[config.mk]
export PLATFORM = sky130hd
export DESIGN_NAME = sync_flywheel
export DESIGN_NICKNAME = d
export VERILOG_FILES = /design/src/rtl/sync_flywheel.sv
export SDC_FILE = /design/constraint.sdc
export NUM_CORES = 1
export LEC_CHECK = 0
export CAP_MARGIN = 20
export CORE_MARGIN = 4
export CORE_UTILIZATION = 40
export CTS_CLUSTER_SIZE = 24
export DETAILED_ROUTE_END_ITERATION = 10
export PLACE_DENSITY = 0.71
export SYNTH_ARGS = -nofsm -noshare
export SYNTH_HDL_FRONTEND = slang
export SYNTH_SLANG_ARGS = --single-unit
[constraint.sdc]
create_clock -name clk -period 2.3 [get_ports clk]
set_input_delay 0.23 -clock clk [delete_from_list [all_inputs] [get_ports clk]]
set_output_delay 0.23 -clock clk [all_outputs]
set_load 0.03 [all_outputs]
[src/rtl/sync_flywheel.sv]
// Line/field timing controller: qualifies raw hsync/vsync strobes through a
// lock FSM and a free-running line flywheel, and regenerates clean hsync,
// line counter, field parity and active-video window. Coasts through missing
// or noisy sync pulses.
//
// Ports
//   clk       system clock
//   reset     synchronous, active-high reset
//   ce        sample enable; all state advances only when ce=1
//   hsync_in  raw hsync, active low
//   vsync_in  raw vsync, active low
//   hsync     regenerated hsync, active low
//   vsync     vsync_in registered one ce-tick, active low
//   line      line number within field
//   hpos      flywheel tick position within line
//   field     field parity
//   active    active-video window
//   locked    1 while the flywheel is locked or coasting
module sync_flywheel #(
    parameter int unsigned LINE_CLKS   = 1536,
    parameter int unsigned HSYNC_CLKS  = 113,
    parameter int unsigned WINDOW      = 32,
    parameter int unsigned LOCK_COUNT  = 8,
    parameter int unsigned MISS_MAX    = 16,
    parameter int unsigned LINES_FIELD = 312,
    parameter int unsigned VACT_FIRST  = 40,
    parameter int unsigned VACT_LAST   = 295,
    parameter int unsigned HACT_FIRST  = 256,
    parameter int unsigned HACT_LAST   = 1471
) (
    input  logic        clk,
    input  logic        reset,
    input  logic        ce,
    input  logic        hsync_in,
    input  logic        vsync_in,
    output logic        hsync,
    output logic        vsync,
    output logic [8:0]  line,
    output logic [10:0] hpos,
    output logic        field,
    output logic        active,
    output logic        locked
);

    localparam int unsigned HW  = 11;
    localparam int unsigned LNW = 9;
    localparam int unsigned CW  = 5;

    typedef enum logic [1:0] {
        ST_SEARCH  = 2'd0,
        ST_ACQUIRE = 2'd1,
        ST_LOCKED  = 2'd2,
        ST_COAST   = 2'd3
    } state_t;

    state_t          state;
    logic [HW-1:0]   hcnt;
    logic [CW-1:0]   good_cnt;
    logic [CW-1:0]   miss_cnt;
    logic            hs_prev;
    logic            seen;

    logic            hedge_c;
    logic            vedge_c;
    logic            late_side_c;
    logic            in_win_c;
    logic            miss_c;
    logic            lock_st_c;
    logic            accept_c;
    logic            wrap_c;
    logic            line_inc_c;

    // Edge detection: vsync doubles as the previous vsync_in sample.
    assign hedge_c     = hs_prev & ~hsync_in;
    assign vedge_c     = vsync & ~vsync_in;

    // Acceptance window straddles the expected line start (hcnt wrap).
    assign late_side_c = (hcnt >= HW'(LINE_CLKS - WINDOW));
    assign in_win_c    = late_side_c | (hcnt < HW'(WINDOW));
    assign miss_c      = (hcnt == HW'(WINDOW - 1)) & ~seen;

    assign lock_st_c   = (state == ST_LOCKED) | (state == ST_COAST);
    // Unlocked states take any edge; locked states only in-window ones.
    assign accept_c    = hedge_c & (~lock_st_c | in_win_c);
    assign wrap_c      = (hcnt == HW'(LINE_CLKS - 1));
    // A load from the late side closes the line early; count it there.
    assign line_inc_c  = wrap_c | (accept_c & late_side_c);

    assign hpos        = hcnt;

    // Flywheel, line/field counters, lock FSM and registered outputs.
    always_ff @(posedge clk) begin
        if (reset) begin
            state    <= ST_SEARCH;
            hcnt     <= '0;
            line     <= '0;
            good_cnt <= '0;
            miss_cnt <= '0;
            seen     <= 1'b0;
            field    <= 1'b0;
            hs_prev  <= 1'b1;
            vsync    <= 1'b1;
            hsync    <= 1'b1;
            active   <= 1'b0;
            locked   <= 1'b0;
        end else if (ce) begin
            hs_prev <= hsync_in;
            vsync   <= vsync_in;

            if (accept_c || wrap_c) begin
                hcnt <= '0;
            end else begin
                hcnt <= hcnt + HW'(1);
            end

            if (hedge_c && in_win_c) begin
                seen <= 1'b1;
            end else if (hcnt == HW'(WINDOW)) begin
                seen <= 1'b0;
            end

            if (vedge_c) begin
                line <= '0;
                if (lock_st_c) begin
                    field <= (hcnt >= HW'(LINE_CLKS / 2));
                end
            end else if (line_inc_c) begin
                if (line == LNW'(LINES_FIELD - 1)) begin
                    line <= '0;
                end else begin
                    line <= line + LNW'(1);
                end
            end

            case (state)
                ST_SEARCH: begin
                    if (hedge_c) begin
                        good_cnt <= '0;
                        state    <= ST_ACQUIRE;
                    end
                end
                ST_ACQUIRE: begin
                    if (hedge_c && in_win_c) begin
                        good_cnt <= good_cnt + CW'(1);
                        if (good_cnt == CW'(LOCK_COUNT - 1)) begin
                            miss_cnt <= '0;
                            state    <= ST_LOCKED;
                        end
                    end else if (hedge_c || miss_c) begin
                        good_cnt <= '0;
                    end
                end
                ST_LOCKED: begin
                    if (accept_c) begin
                        miss_cnt <= '0;
                    end else if (miss_c) begin
                        miss_cnt <= CW'(1);
                        state    <= ST_COAST;
                    end
                end
                ST_COAST: begin
                    if (accept_c) begin
                        miss_cnt <= '0;
                        state    <= ST_LOCKED;
                    end else if (miss_c) begin
                        miss_cnt <= miss_cnt + CW'(1);
                        if (miss_cnt == CW'(MISS_MAX - 1)) begin
                            good_cnt <= '0;
                            state    <= ST_SEARCH;
                        end
                    end
                end
                default: state <= ST_SEARCH;
            endcase

            hsync  <= lock_st_c ? (hcnt >= HW'(HSYNC_CLKS)) : hsync_in;
            locked <= lock_st_c;
            active <= lock_st_c
                      && (line >= LNW'(VACT_FIRST)) && (line <= LNW'(VACT_LAST))
                      && (hcnt >= HW'(HACT_FIRST)) && (hcnt <= HW'(HACT_LAST));
        end
    end

endmodule
Word-level counts from Yosys, hierarchy flattened
Index checks and enable logic that the tools add are counted.
- output and inout port bits: 25
- input port bits: 5
- word-level logic and storage cells: 106
- register bits after elaboration: 39
- add/sub/neg operators: 4
- bitwise logic cells: 13
- magnitude comparators: 8
- eq/ne operators: 21
- reduce and logical (&&, ||, !) cells: 18
- multiplexer cells: 30
- operator list (kind ; number):
    $mux 5 ; 12
    $pmux 5 s3 ; 2
    $mux 9 ; 3
    $mux 2 ; 8
    $ne 2x2->1 const B ; 7
    $add 11x1->11 const B ; 1
    $eq 11x11->1 const B ; 1
    $eq 11x5->1 const B ; 1
    $eq 11x6->1 const B ; 1
    $ge 11x10->1 const B ; 1
    $ge 11x11->1 const B ; 1
    $ge 11x7->1 const B ; 1
    $ge 11x9->1 const B ; 1
    $le 11x11->1 const B ; 1
    $lt 11x6->1 const B ; 1
    $mux 11 ; 1
    $add 5x1->5 const B ; 2
    $add 9x1->9 const B ; 1
    $eq 9x9->1 const B ; 1
    $ge 9x6->1 const B ; 1
    $le 9x9->1 const B ; 1
    $ne 3x3->1 const B ; 3
    $pmux 2 s4 ; 1
    $reduce_and 8->1 ; 1
    19 further kinds ; 40

Depth between registers and ports, before layout
- word-level depth: 9
- depth in mapped cells: 9
- mapped depth without buffers: 9

Worst setup path before layout
No wires, ideal clock.
- kind: reg-to-reg
- start point: register hcnt[0], in the netlist hpos[0]
- end point: register line[5]
- library setup time: 0.070 ns
- cell stages (with the launch flop): 8
- path slack: 0.195 ns
- data arrival time: 2.035 ns
- path through: dfxtp_1 ha_1 inv_1 nor4_4 o31ai_2 buf_2 or3_1 a21oi_1
- longest elaborated chain between the ends: 8
- ends and longest elaborated chain (element ; RTL line ; text):
    start: declaration ; 57 ; logic [HW-1:0] hcnt;
    start signal: assignment ; 113 ; hcnt <= hcnt + HW'(1);
    $ge 11x11->1 / $lt 11x6->1 (equally long branches) ; 78, 79 ;
    $or 1x1->1 ; 79 ; assign in_win_c = late_side_c | (hcnt < HW'(WINDOW));
    $or 1x1->1 ; 84 ; assign accept_c = hedge_c & (~lock_st_c | in_win_c);
    $and 1x1->1 ; 84 ;
    $and 1x1->1 ; 87 ; assign line_inc_c = wrap_c | (accept_c & late_side_c);
    $or 1x1->1 * ; 87 ;
    $reduce_bool 2->1 (no source line) * ; n/a ;
    $reduce_and 2->1 (no source line) * ; n/a ;
    end signal: assignment ; 131 ; line <= line + LNW'(1);
    end: declaration ; 38 ; output logic [8:0] line,
Every way passes the cells marked *; elsewhere a longest branch is shown, timed or not.
A chain may end at the register's enable or synchronous reset.

Final worst setup path
- start point: register hcnt[7], in the netlist hpos[7]
- end point: register miss_cnt[4]
- longest elaborated chain between the ends: 6
- ends and longest elaborated chain (element ; RTL line ; text):
    $ge 11x11->1 / $lt 11x6->1 (equally long branches) ; 78, 79 ;
    $or 1x1->1 ; 79 ;
    $or 1x1->1 ; 84 ;
    $and 1x1->1 ; 84 ;
    $ne 3x3->1 (no source line), or another cell as far along ; n/a ;
    $reduce_and 6->1 (no source line) / $pmux 5 s3 (equally long branches) ; n/a ;
    end signal: assignment ; 166 ; miss_cnt <= miss_cnt + CW'(1);
    end: declaration ; 59 ; logic [CW-1:0] miss_cnt;
Parallel ways exist; a longest one is shown, timed or not.

==> results_dict.tcl <==
set metrics [dict create \
    run_status "complete, no violations" \
    synth_top_cell_by_area "dfxtp_1" \
    gp_congestion 0.838 \
    timing.final.crit_share 0.904 \
    core_um2 5540 \
    grt_max_degree 27 \
    max-slew-margin-rel 0.739 \
    maxCapViolations 0 \
    mappedNetlistNets 295 \
    cpPeakStageDelay_ps 530 \
    grt_pass1_wl_mm 9.33 \
    end_kind "flop" \
    ys_types 53 \
    io-pin-count 30 \
    root_buffer "clkbuf_8" \
    nets 330 \
    whs_ps 469 \
    fin_util 0.504 \
    grtUsageTotal 0.159 \
    insertion_delay_ps 290 \
    htree_levels 2 \
    ys.flop_type "dfxtp_1" \
    post-route-min-period_ps 2080 \
    drt_first_pass_iters 4 \
    hp-class "flop to flop" \
    tritoncts "done" \
    netlist_top_cells_count "39 x dfxtp_1, 30 x nor2_1, 23 x nand2_1" \
    worstPathRequired_ps 2510 \
    syn-instance-count 282 \
    die_area_um2 7030 \
    yosysMostFrequentCell "dfxtp_1" \
    routedWlPerCell_um 13.7 \
    synthArstFlopShare 0 \
    path_cells "nor4_4, a22o_1, nand2_1, or4b_1, o31ai_1" \
    hpwl_mm 3.85 \
    finalPower_mw 1.31 \
    worstMarginPinSlew_ps 390 \
    routed_via_density 5.49 \
    drc 0 \
    slowest_stage "or4b_1" \
    die_h_um 83.8 \
    clock_sink_count 39 \
    areaGrowthSynthToFinish_pct 21.4 \
    start_util 0.415 \
    critPathArrivalTime_ps 2290 \
    drive_gt1_frac 0.101 \
    clockBufferDepth 2 \
    rsz0062_at_grt "no" \
    start_kind "flop" \
    p_leak_nw 0.997 \
    syn-cell-area_um2 2300 \
    timing.fmax_mhz 481 \
    finalWirelength_mm 5.32 \
    crit_type "flop to flop" \
    grt_pass1_vias 1988 \
    fin_skew_ps 8.70 \
    synth_top_cell_area_share 0.339 \
    io_buffers 29 \
    synthTopCellsByArea "dfxtp_1 34%, nor2_1 4.9%, ha_1 4.4%, a21oi_1 3.9%, nand2_1 3.8%" \
    fin_tns_setup_ps 0 \
    fillers 544 \
    antenna_found_initial 0 \
    hold_violations 0 \
    hold_buffers 0 \
    synth-edff-count 0 \
    yosysSeqAreaShare 0.339 \
    power_density_nw_per_um2 468 \
    worst_slack_ps 221 \
    ys_seq_elements 39 \
    cts_buffers 5 \
    maxSlewViolCount 0 \
    antenna_left 0 \
    drtIter0Drc 173 \
    overflow 0 \
    syn_area_per_cell_um2 8.16 \
    yosysWarningCount 0 \
    setup_viol_count_final 0 \
    clkTransAtPathRegs_ps 80 \
    rows 27 \
    cts_resized 0 \
    vias 2137 \
    num_antenna_cells 0 \
    cp_max_fo 10 \
    postCtsSetupBuffers 0 \
    fp.dieW_um 83.8 \
    ir_drop_mv 0.267 \
    dpl_worst_slack_ps 46.9 \
]
## layer usage
layer  track usage  routed length (µm)  share of wire
met2         0.236                2250           0.42
met1         0.227                2750           0.52
met3        0.0346                 239          0.045
met4        0.0482                  73          0.014
met5             0                   0              0
## flip-flops by register name (all words and copies together) (netlist names)
register and flops:
hpos 11, line 9, good_cnt 5, miss_cnt 5, state 2, active 1
field 1, hs_prev 1, hsync 1, locked 1, seen 1, vsync 1
## critical path: cells and delay by family (launching register included)
kind,cells,cell delay [ps]
AND/OR/NAND/NOR,3,1130
flip-flops,1,390
AO/OA/AOI/OAI,2,460
## layout by cell type (no fill, tap or decap), types with 6 or more instances in the layout
master           netlist  routed
a21oi_1               18      18
a31oi_1                7       7
clkbuf_8               0       6
nand3_1               13      13
nand2_1               23      23
xnor2_1                7       7
nor2_1                30      30
o21ai_0               10      10
nor2b_1                7       7
inv_1                 17      17
buf_4                  0      15
dfxtp_1               39      39
ha_1                   8       8
clkdlybuf4s50_1        0      29
## cell type report
class,count,area (µm²),share of cell area
clock inverters,1,5.00,0.00179
flip-flops and latches,39,781,0.279
clock buffers,6,82.6,0.0296
well taps,72,90.1,0.0322
repair buffers,44,403,0.144
multi-input cells,210,1370,0.490
inverters,17,63.8,0.0228
## metrics by stage
step	instance area, µm²	cells
floorplan	2300	282
global placement	2710	382
detailed placement	2710	382
CTS	2790	389
global route	2790	389
finish	2790	389
## where the power goes
group | leakage, nW | total, mW | switching [mW] | internal, mW
sequential | 0.316 | 0.695 | 0.00961 | 0.685
combinational | 0.635 | 0.140 | 0.0810 | 0.0592
clock | 0.0470 | 0.472 | 0.236 | 0.235
total | 0.997 | 1.31 | 0.327 | 0.980
## cell families (layout without fill, tap and decap cells)
group,count (synthesis),after routing,share of synthesized area
and+or+nand+nor,118,118,0.291
adders and majority gates,8,8,0.0435
DFF,39,39,0.339
muxes,3,3,0.0131
buffers and inverters,33,68,0.0658
xor gates and xnor gates,11,11,0.0419
AOI/OAI and AO/OA,70,70,0.205
## final timing paths
kind         slack (ps)           to    start  cells past startpoint
max reg2reg         220  miss_cnt[4]  hpos[7]                      5
min                 470       locked   locked                      2
min reg2reg         470       locked   locked                      2
max                 220  miss_cnt[4]  hpos[7]                      5
Power figures use the tool's default switching activity.
